**src/rtl/pipe_stage_elastic.sv**
```systemverilog
// Elastic pipeline register: main register M drives the outputs from flops,
// optional skid register S decouples in_ready from out_ready (SKID=1).
module pipe_stage_elastic #(
    parameter int DATA_W = 32,
    parameter int CTRL_W = 8,
    parameter int SKID   = 1,
    parameter int CNT_W  = 16
) (
    input  logic              clk,
    input  logic              rst_n,
    input  logic              flush,
    input  logic              in_valid,
    output logic              in_ready,
    input  logic [CTRL_W-1:0] in_ctrl,
    input  logic [DATA_W-1:0] in_data,
    output logic              out_valid,
    input  logic              out_ready,
    output logic [CTRL_W-1:0] out_ctrl,
    output logic [DATA_W-1:0] out_data,
    output logic [1:0]        occupancy,
    output logic [CNT_W-1:0]  stall_cnt
);

    logic              r_m_valid, r_s_valid, r_in_ready;
    logic [CTRL_W-1:0] r_m_ctrl, r_s_ctrl;
    logic [DATA_W-1:0] r_m_data, r_s_data;
    logic [CNT_W-1:0]  r_stall_cnt;

    logic              w_m_valid_nxt, w_s_valid_nxt;
    logic [CTRL_W-1:0] w_m_ctrl_nxt, w_s_ctrl_nxt;
    logic [DATA_W-1:0] w_m_data_nxt, w_s_data_nxt;
    logic              w_in_ready, w_accept, w_pop;

    // The skid variant exposes only the flop; the single-entry variant lets a pop free the slot.
    assign w_in_ready = (SKID != 0) ? r_in_ready : (!r_m_valid || out_ready);
    assign w_accept   = in_valid && w_in_ready && !flush;
    assign w_pop      = r_m_valid && out_ready;

    always_comb begin
        // NOTE: every next-state net gets a default first, so no path can infer a latch.
        w_m_valid_nxt = r_m_valid;
        w_m_ctrl_nxt  = r_m_ctrl;
        w_m_data_nxt  = r_m_data;
        w_s_valid_nxt = r_s_valid;
        w_s_ctrl_nxt  = r_s_ctrl;
        w_s_data_nxt  = r_s_data;
        if (flush) begin
            w_m_valid_nxt = 1'b0;
            w_m_ctrl_nxt  = '0;
            w_m_data_nxt  = '0;
            w_s_valid_nxt = 1'b0;
            w_s_ctrl_nxt  = '0;
            w_s_data_nxt  = '0;
        end else if (SKID != 0) begin
            if (!r_m_valid || w_pop) begin
                // M frees up: the older skid entry wins over a new input.
                if (r_s_valid) begin
                    w_m_valid_nxt = 1'b1;
                    w_m_ctrl_nxt  = r_s_ctrl;
                    w_m_data_nxt  = r_s_data;
                    w_s_valid_nxt = 1'b0;
                    w_s_ctrl_nxt  = '0;
                    w_s_data_nxt  = '0;
                end else if (w_accept) begin
                    w_m_valid_nxt = 1'b1;
                    w_m_ctrl_nxt  = in_ctrl;
                    w_m_data_nxt  = in_data;
                end else begin
                    w_m_valid_nxt = 1'b0;
                    w_m_ctrl_nxt  = '0;
                    w_m_data_nxt  = '0;
                end
            end else if (w_accept) begin
                w_s_valid_nxt = 1'b1;
                w_s_ctrl_nxt  = in_ctrl;
                w_s_data_nxt  = in_data;
            end
        end else begin
            if (w_accept) begin
                w_m_valid_nxt = 1'b1;
                w_m_ctrl_nxt  = in_ctrl;
                w_m_data_nxt  = in_data;
            end else if (w_pop) begin
                w_m_valid_nxt = 1'b0;
                w_m_ctrl_nxt  = '0;
                w_m_data_nxt  = '0;
            end
        end
    end

    always_ff @(posedge clk) begin
        // NOTE: non-blocking assignments so every flop samples pre-edge values together.
        if (!rst_n) begin
            r_m_valid   <= 1'b0;
            r_m_ctrl    <= '0;
            r_m_data    <= '0;
            r_s_valid   <= 1'b0;
            r_s_ctrl    <= '0;
            r_s_data    <= '0;
            r_in_ready  <= 1'b1;
            r_stall_cnt <= '0;
        end else begin
            r_m_valid  <= w_m_valid_nxt;
            r_m_ctrl   <= w_m_ctrl_nxt;
            r_m_data   <= w_m_data_nxt;
            r_s_valid  <= w_s_valid_nxt;
            r_s_ctrl   <= w_s_ctrl_nxt;
            r_s_data   <= w_s_data_nxt;
            r_in_ready <= !w_s_valid_nxt;
            if (r_m_valid && !out_ready && (r_stall_cnt != '1))
                r_stall_cnt <= r_stall_cnt + CNT_W'(1);
        end
    end

    assign in_ready  = w_in_ready;
    assign out_valid = r_m_valid;
    assign out_ctrl  = r_m_ctrl;
    assign out_data  = r_m_data;
    assign occupancy = {1'b0, r_m_valid} + {1'b0, r_s_valid};
    assign stall_cnt = r_stall_cnt;

endmodule

```
**config.mk**
```make
export PLATFORM = sky130hd
export DESIGN_NAME = pipe_stage_elastic
export DESIGN_NICKNAME = d
export VERILOG_FILES = /design/src/rtl/pipe_stage_elastic.sv
export SDC_FILE = /design/constraint.sdc
export NUM_CORES = 1
export LEC_CHECK = 0
export ABC_AREA = 1
export CORE_MARGIN = 4
export CORE_UTILIZATION = 25
export DETAILED_ROUTE_END_ITERATION = 8
export PLACE_DENSITY_LB_ADDON = 0.15
export SKIP_LAST_GASP = 1
export SLEW_MARGIN = 0
export SYNTH_ARGS = -nofsm -noshare
export SYNTH_HDL_FRONTEND = slang
export SYNTH_SLANG_ARGS = --single-unit
```
**constraint.sdc**
```tcl
create_clock -name clk -period 1.8 [get_ports clk]
set_clock_uncertainty 0.15 [all_clocks]
set_input_delay 0.36 -clock clk [delete_from_list [all_inputs] [get_ports clk]]
set_output_delay 0.36 -clock clk [all_outputs]
set_load 0.02 [all_outputs]
```
# Yosys cells after proc, flatten, opt, wreduce, memory -nomap -nowiden

Cells that the tools add are included.

Register bits: 99
Latch bits: 0
Bits in writable memories: 0
ROM bits: 0
Logic and storage cells: 41
Memories kept: 0

Add/sub/neg operators: 2
Multipliers: 0
Div/mod/pow operators: 0
$lt $le $gt $ge: 0
Eq/ne operators: 2
Shift-type cells: 0
Muxes and demuxes: 15
Bitwise logic cells: 1
Reduce and logical (&&, ||, !) cells: 13

Operator list:

| cell                                           | number |
|---|---|
| 2-to-1 mux 32 bit                              | 5 |
| 2-to-1 mux 8 bit                               | 5 |
| adder 16 x 1 -> 16 bit (second input constant) | 1 |
| != test 16 bit (second input constant)         | 1 |
| logical AND 1 bit                              | 5 |
| 2-to-1 mux 1 bit                               | 5 |
| zero test 1 bit                                | 4 |
| adder 1 x 1 -> 2 bit                           | 1 |
| != test 2 bit (second input constant)          | 1 |
| AND reduction 2 bit                            | 1 |
| nonzero test 2 bit                             | 1 |
| OR reduction 2 bit                             | 1 |
| logical OR 1 bit                               | 1 |
| inverter 1 bit                                 | 1 |

# Longest topological paths before layout

Word-level depth: 6
Gate-level depth with buffers: 9

# Least setup slack after synthesis

No wires, ideal clock.

Path kind: flip-flop to flip-flop
Start: reg r_stall_cnt[0], in the netlist stall_cnt[0]
End: reg r_stall_cnt[15], in the netlist stall_cnt[15]
Library setup time: 0.115 ns
Arrival: 1.438 ns
Slack: 0.097 ns
Stages on the path, launching flop included: 8
Path buffers: 1
Period minus slack after synthesis: 1.703 ns
Cells stage by stage: dfxtp_1 > ha_1 > inv_1 > nor2_2 > nand4_4 > buf_6 > a21oi_1 > nor2_1

Word-level cells in the longest chain between the ends: 2
Elaborated cells between the ends (all ways): 3
Classes of those cells: add/sub: 1; eq/ne: 1; reduce/logical: 1

RTL lines:

| element                                                        | RTL line | RTL |
|---|---|---|
| start: declaration                                             | 27       | `logic [CNT_W-1:0] r_stall_cnt;` |
| start signal: assignment                                       | 111      | `r_stall_cnt <= r_stall_cnt + CNT_W'(1);` |
| branches (longest 2 deep; another with adder 16 x 1 -> 16 bit) | -        |  |

Parallel ways; which one is timed is not known.
A chain may end at the register's enable or synchronous reset.

# Worst setup path after layout

Start: reg r_m_valid, in the netlist out_valid
End: out occupancy[0]

Word-level cells in the longest chain between the ends: 1

RTL lines:

| element                  | RTL line | RTL |
|---|---|---|
| start: declaration       | 24       | `logic r_m_valid, r_s_valid, r_in_ready;` |
| start signal: assignment | 103      | `r_m_valid <= w_m_valid_nxt;` |
| adder 1 x 1 -> 2 bit     | 119      | `assign occupancy = {1'b0, r_m_valid} + {1'b0, r_s_valid};` |
| end: declaration         | 20       | `output logic [1:0] occupancy,` |

No other way between the ends.

==> results <==
- The critical path goes through ha_1, clkdlybuf4s15_1.
- STA classifies the critical path startpoint as a flip-flop.
- The routed layout has 4,271 vias.
- After clock tree synthesis, the clock-pin slew on the worst setup and hold paths is 0.07 ns.
- The smallest hold slack is 0.312 ns.
- Once the floorplan was initialized, standard cells occupied 25.3% of the core.
- In this run the remaining antenna-violating nets after routing total 0.
- In the routed layout, each cell is associated on average with a via count of 4.49.
- A synthesized cell averages 7.83 sq um.
- The worst setup path is of the flip-flop to primary output kind.
- Counting every net in the synthesized netlist gives 650.
- In this run the worst hold path is classified as flip-flop to flip-flop.
- The cell family contributing the most delay on the critical path is flip-flops.
- The post-synthesis sequential element count is 99.
- Setup repair after global routing could not meet its margin everywhere.
- For this run, the top clock speed supported by timing is 573 MHz.
- For the worst setup path, the data required time is 1.29 ns.
- The net count of the finished layout is 761.
- The TritonCTS clock tree is built.
- Counting flops with a built-in enable in the synthesized netlist gives 0.
- Timing analysis after detailed placement gives a worst setup slack of -0.222 ns.
- For this run, design rule violations remaining after detail routing come to 0.
- The number of clock sinks is 99.
- For this run, the slowest stage of the critical path takes 0.32 ns.
- The post-layout worst setup margin is 0.0548 ns.
- The post-synthesis instance area is 4720 sq um.
- The CTS buffer count is 9.
- Among all flip-flop cells after synthesis, the most frequent one is dfxtp_1.
- The static leakage is 3.07 nW.
- The share of synthesized area occupied by flip-flops and latches is 42.0%.
- The area growth from synthesis to layout is 37.2%.
- The first detailed-routing pass ran for 4 iterations.
- The flow ran to the end, and the final reports show no timing, DRC or antenna violations.
- For the pin with the worst max-slew slack, the measured transition is 0.286 ns.
- The minimum clock period after layout is 1.75 ns.
- The half-perimeter wire length after detailed placement is 9520 microns.
- The share of the core filled with cells is 34.8%.
- The cell accounting for the most synthesized area is dfxtp_1.
- Setup violations remaining at the end of the flow were counted as 0.
- Routability-driven placement finished with a final weighted congestion of 0.721.
- Synthesis produced a netlist whose cell count is 603.
- The iteration-0 DRC count of the detailed router is 140.
- The die is 145 microns wide.
- The layout has 1,975 filler cells.
- Along the worst path, the maximum fanout reaches 2.
- The final number of max-transition violations is 0.
- The share of synthesized area in the top cell type comes to 42.0%.
- The kind of capture point of the worst setup path is a primary output.
- The number of buffers and inverters on the critical path is 1.
- The number of inserted diodes is 0.
- On the critical path, the stage with the largest delay is an instance of dfxtp_1.
- For this design the top-level I/O count stands at 105.
- The share of layout cells above drive strength 1 is 13.9%.
- The depth of the CTS H-tree is 3.
- The full die area is 21,200 sq um.
- Summed over all layers, the routed wires come to 13,300 microns.
- The final total power is 4.57 mW.
- For the worst setup path, the data arrival time is 1.24 ns.
- The initialized floorplan defines 50 standard-cell rows.
- By area the synthesized netlist is led by dfxtp_1, o21ai_0, nand3_1.
- The global-route wire length before repair is 22,000 microns.
- The number of antenna violations at the first check in global routing is 0.
- The floorplan core area is 18,600 sq um.
- After layout, the worst path uses 97.0% of the clock period.
- The number of different library cells in the post-synthesis netlist is 27.
- The number of global-route vias before repair is 4,305.
- The Yosys step of the flow raised 0 warnings.
- In this run the clock root is driven by a clkbuf_16.
- The number of maximum-capacitance constraint violations is 0.
- The hold buffer count at CTS is 0.
- The later pin in the worst-skew pair is clocked with a latency of 0.34 ns.
- Measured against its own limit, the worst slew margin works out to 80.9%.
- Entering global routing, the biggest net connects 45 pins.
- Input and output buffers added on the ports amount to 104.
- After detailed routing, the average wire length per cell comes to 14.0 microns.
- The buffer levels on the longest clock path is 2.
- For the final routed database, the setup TNS stands at 0 ns.
- The count of endpoints failing hold in the final timing report was 0.
- Measured along the y axis, the die boundary spans 145 microns.
- Of all flip-flops after synthesis, the portion carrying an async set or reset was 0%.
- Across the VDD grid, the largest voltage drop is 383 uV.
- Global routing finished with a remaining overflow of 0.
- The power density normalized to cell area is 706 nW/um^2.
- The global-route usage over all layers is 12.7%.
layout make-up:
class                   instances  area (sq um)  area share, %
multi-input cells             381          2220           34.2
flip-flops and latches         99          1980           30.6
repair buffers                142          1400           21.6
inverters                      81           309           4.77
well taps                     234           293           4.52
clock buffers                  12           246           3.80
clock inverters                 2          37.5          0.579
sequential cells by signal, indices dropped and copies added (netlist names):
| register | cells |
|---|---|
| r_s_valid | 1 |
| out_ctrl | 8 |
| out_data | 32 |
| in_ready | 1 |
| r_s_data | 32 |
| r_s_ctrl | 8 |
| stall_cnt | 16 |
| out_valid | 1 |
stage by stage:
stage                     std cells  cell area, sq um
after detailed placement        937              6260
after CTS                       951              6470
final                           951              6480
after floorplan                 603              4720
after global placement          937              6260
after global routing            951              6480
cells by family after synthesis:
group           share of synthesized area [%]
buf+inv                                  11.5
simple gates                             20.5
compound gates                           25.5
fa+ha+maj                               0.530
flops                                    42.0
repair_timing:
item | in CTS | in global routing
endpoints found under the setup margin | 59 | 10
pin swaps | 0 | 0
gates resized for setup | 59 | 4
setup buffers | 0 | 0
cell usage after synthesis, types with 5 or more instances:
library cell / count
clkbuf_1: 10
o31ai_1: 8
a21oi_1: 11
dfxtp_1: 99
buf_6: 5
buf_2: 23
o22ai_2: 10
nor2_2: 5
o31ai_2: 19
inv_1: 76
nand3_1: 68
o21ai_0: 80
nor2_1: 42
o21bai_1: 40
nand2_1: 80
worst register-to-register path: stages (launching register included):
cell      delay [ns]
dfxtp_1         0.34
buf_4           0.11
inv_1           0.05
nor2_4          0.17
buf_4           0.17
nand3b_1        0.16
nor2_1          0.18
nand3_1         0.09
nand2_1         0.07
nor2_1          0.04
placed cells by master, fill, tap and decap left out, types with 2 or more instances in the layout:
cell type and instances:
nor2_4 6, clkbuf_1 2, buf_12 11, o22ai_1 3, dfxtp_1 99, inv_4 2
nor2_8 2, nand3_1 68, buf_4 26, o21bai_1 40, nand2_1 80, a21oi_1 11
nor2_1 42, inv_1 76, clkdlybuf4s50_1 44, clkbuf_16 9, nor2_2 3, nand2_2 3
o21ai_0 80, o31ai_1 8, o31ai_2 19, ha_1 2, o22ai_2 10, inv_2 3
dlygate4sd2_1 58
report_power, final:
| part | internal (mW) | switching [mW] | total [mW] |
|---|---|---|---|
| Combinational | 0.205 | 0.215 | 0.420 |
| Sequential | 2.21 | 0.0118 | 2.22 |
| Clock | 1.10 | 0.827 | 1.93 |
path summary, 6_finish.rpt:
check / start / to / slack, ns / cells after the start
setup / recovery: out_valid$_SDFFE_PP0P_ / occupancy[0] / 0.05 / 2
hold / removal: r_s_data[9]$_SDFFE_PP0P_ / r_s_data[9]$_SDFFE_PP0P_ / 0.31 / 2
setup reg to reg: out_valid$_SDFFE_PP0P_ / stall_cnt[13]$_SDFFE_PN0P_ / 0.15 / 9
hold reg to reg: r_s_data[9]$_SDFFE_PP0P_ / r_s_data[9]$_SDFFE_PP0P_ / 0.31 / 2
metal layers:
metal,track usage [%],up-vias,share of wire [%]
met4,4.46,0,1.6
met5,0,-,0
li1,-,2215,-
met3,2.99,12,3.6
met2,21.0,65,47
met1,16.1,1979,48
(Power assumes the default switching activity.)
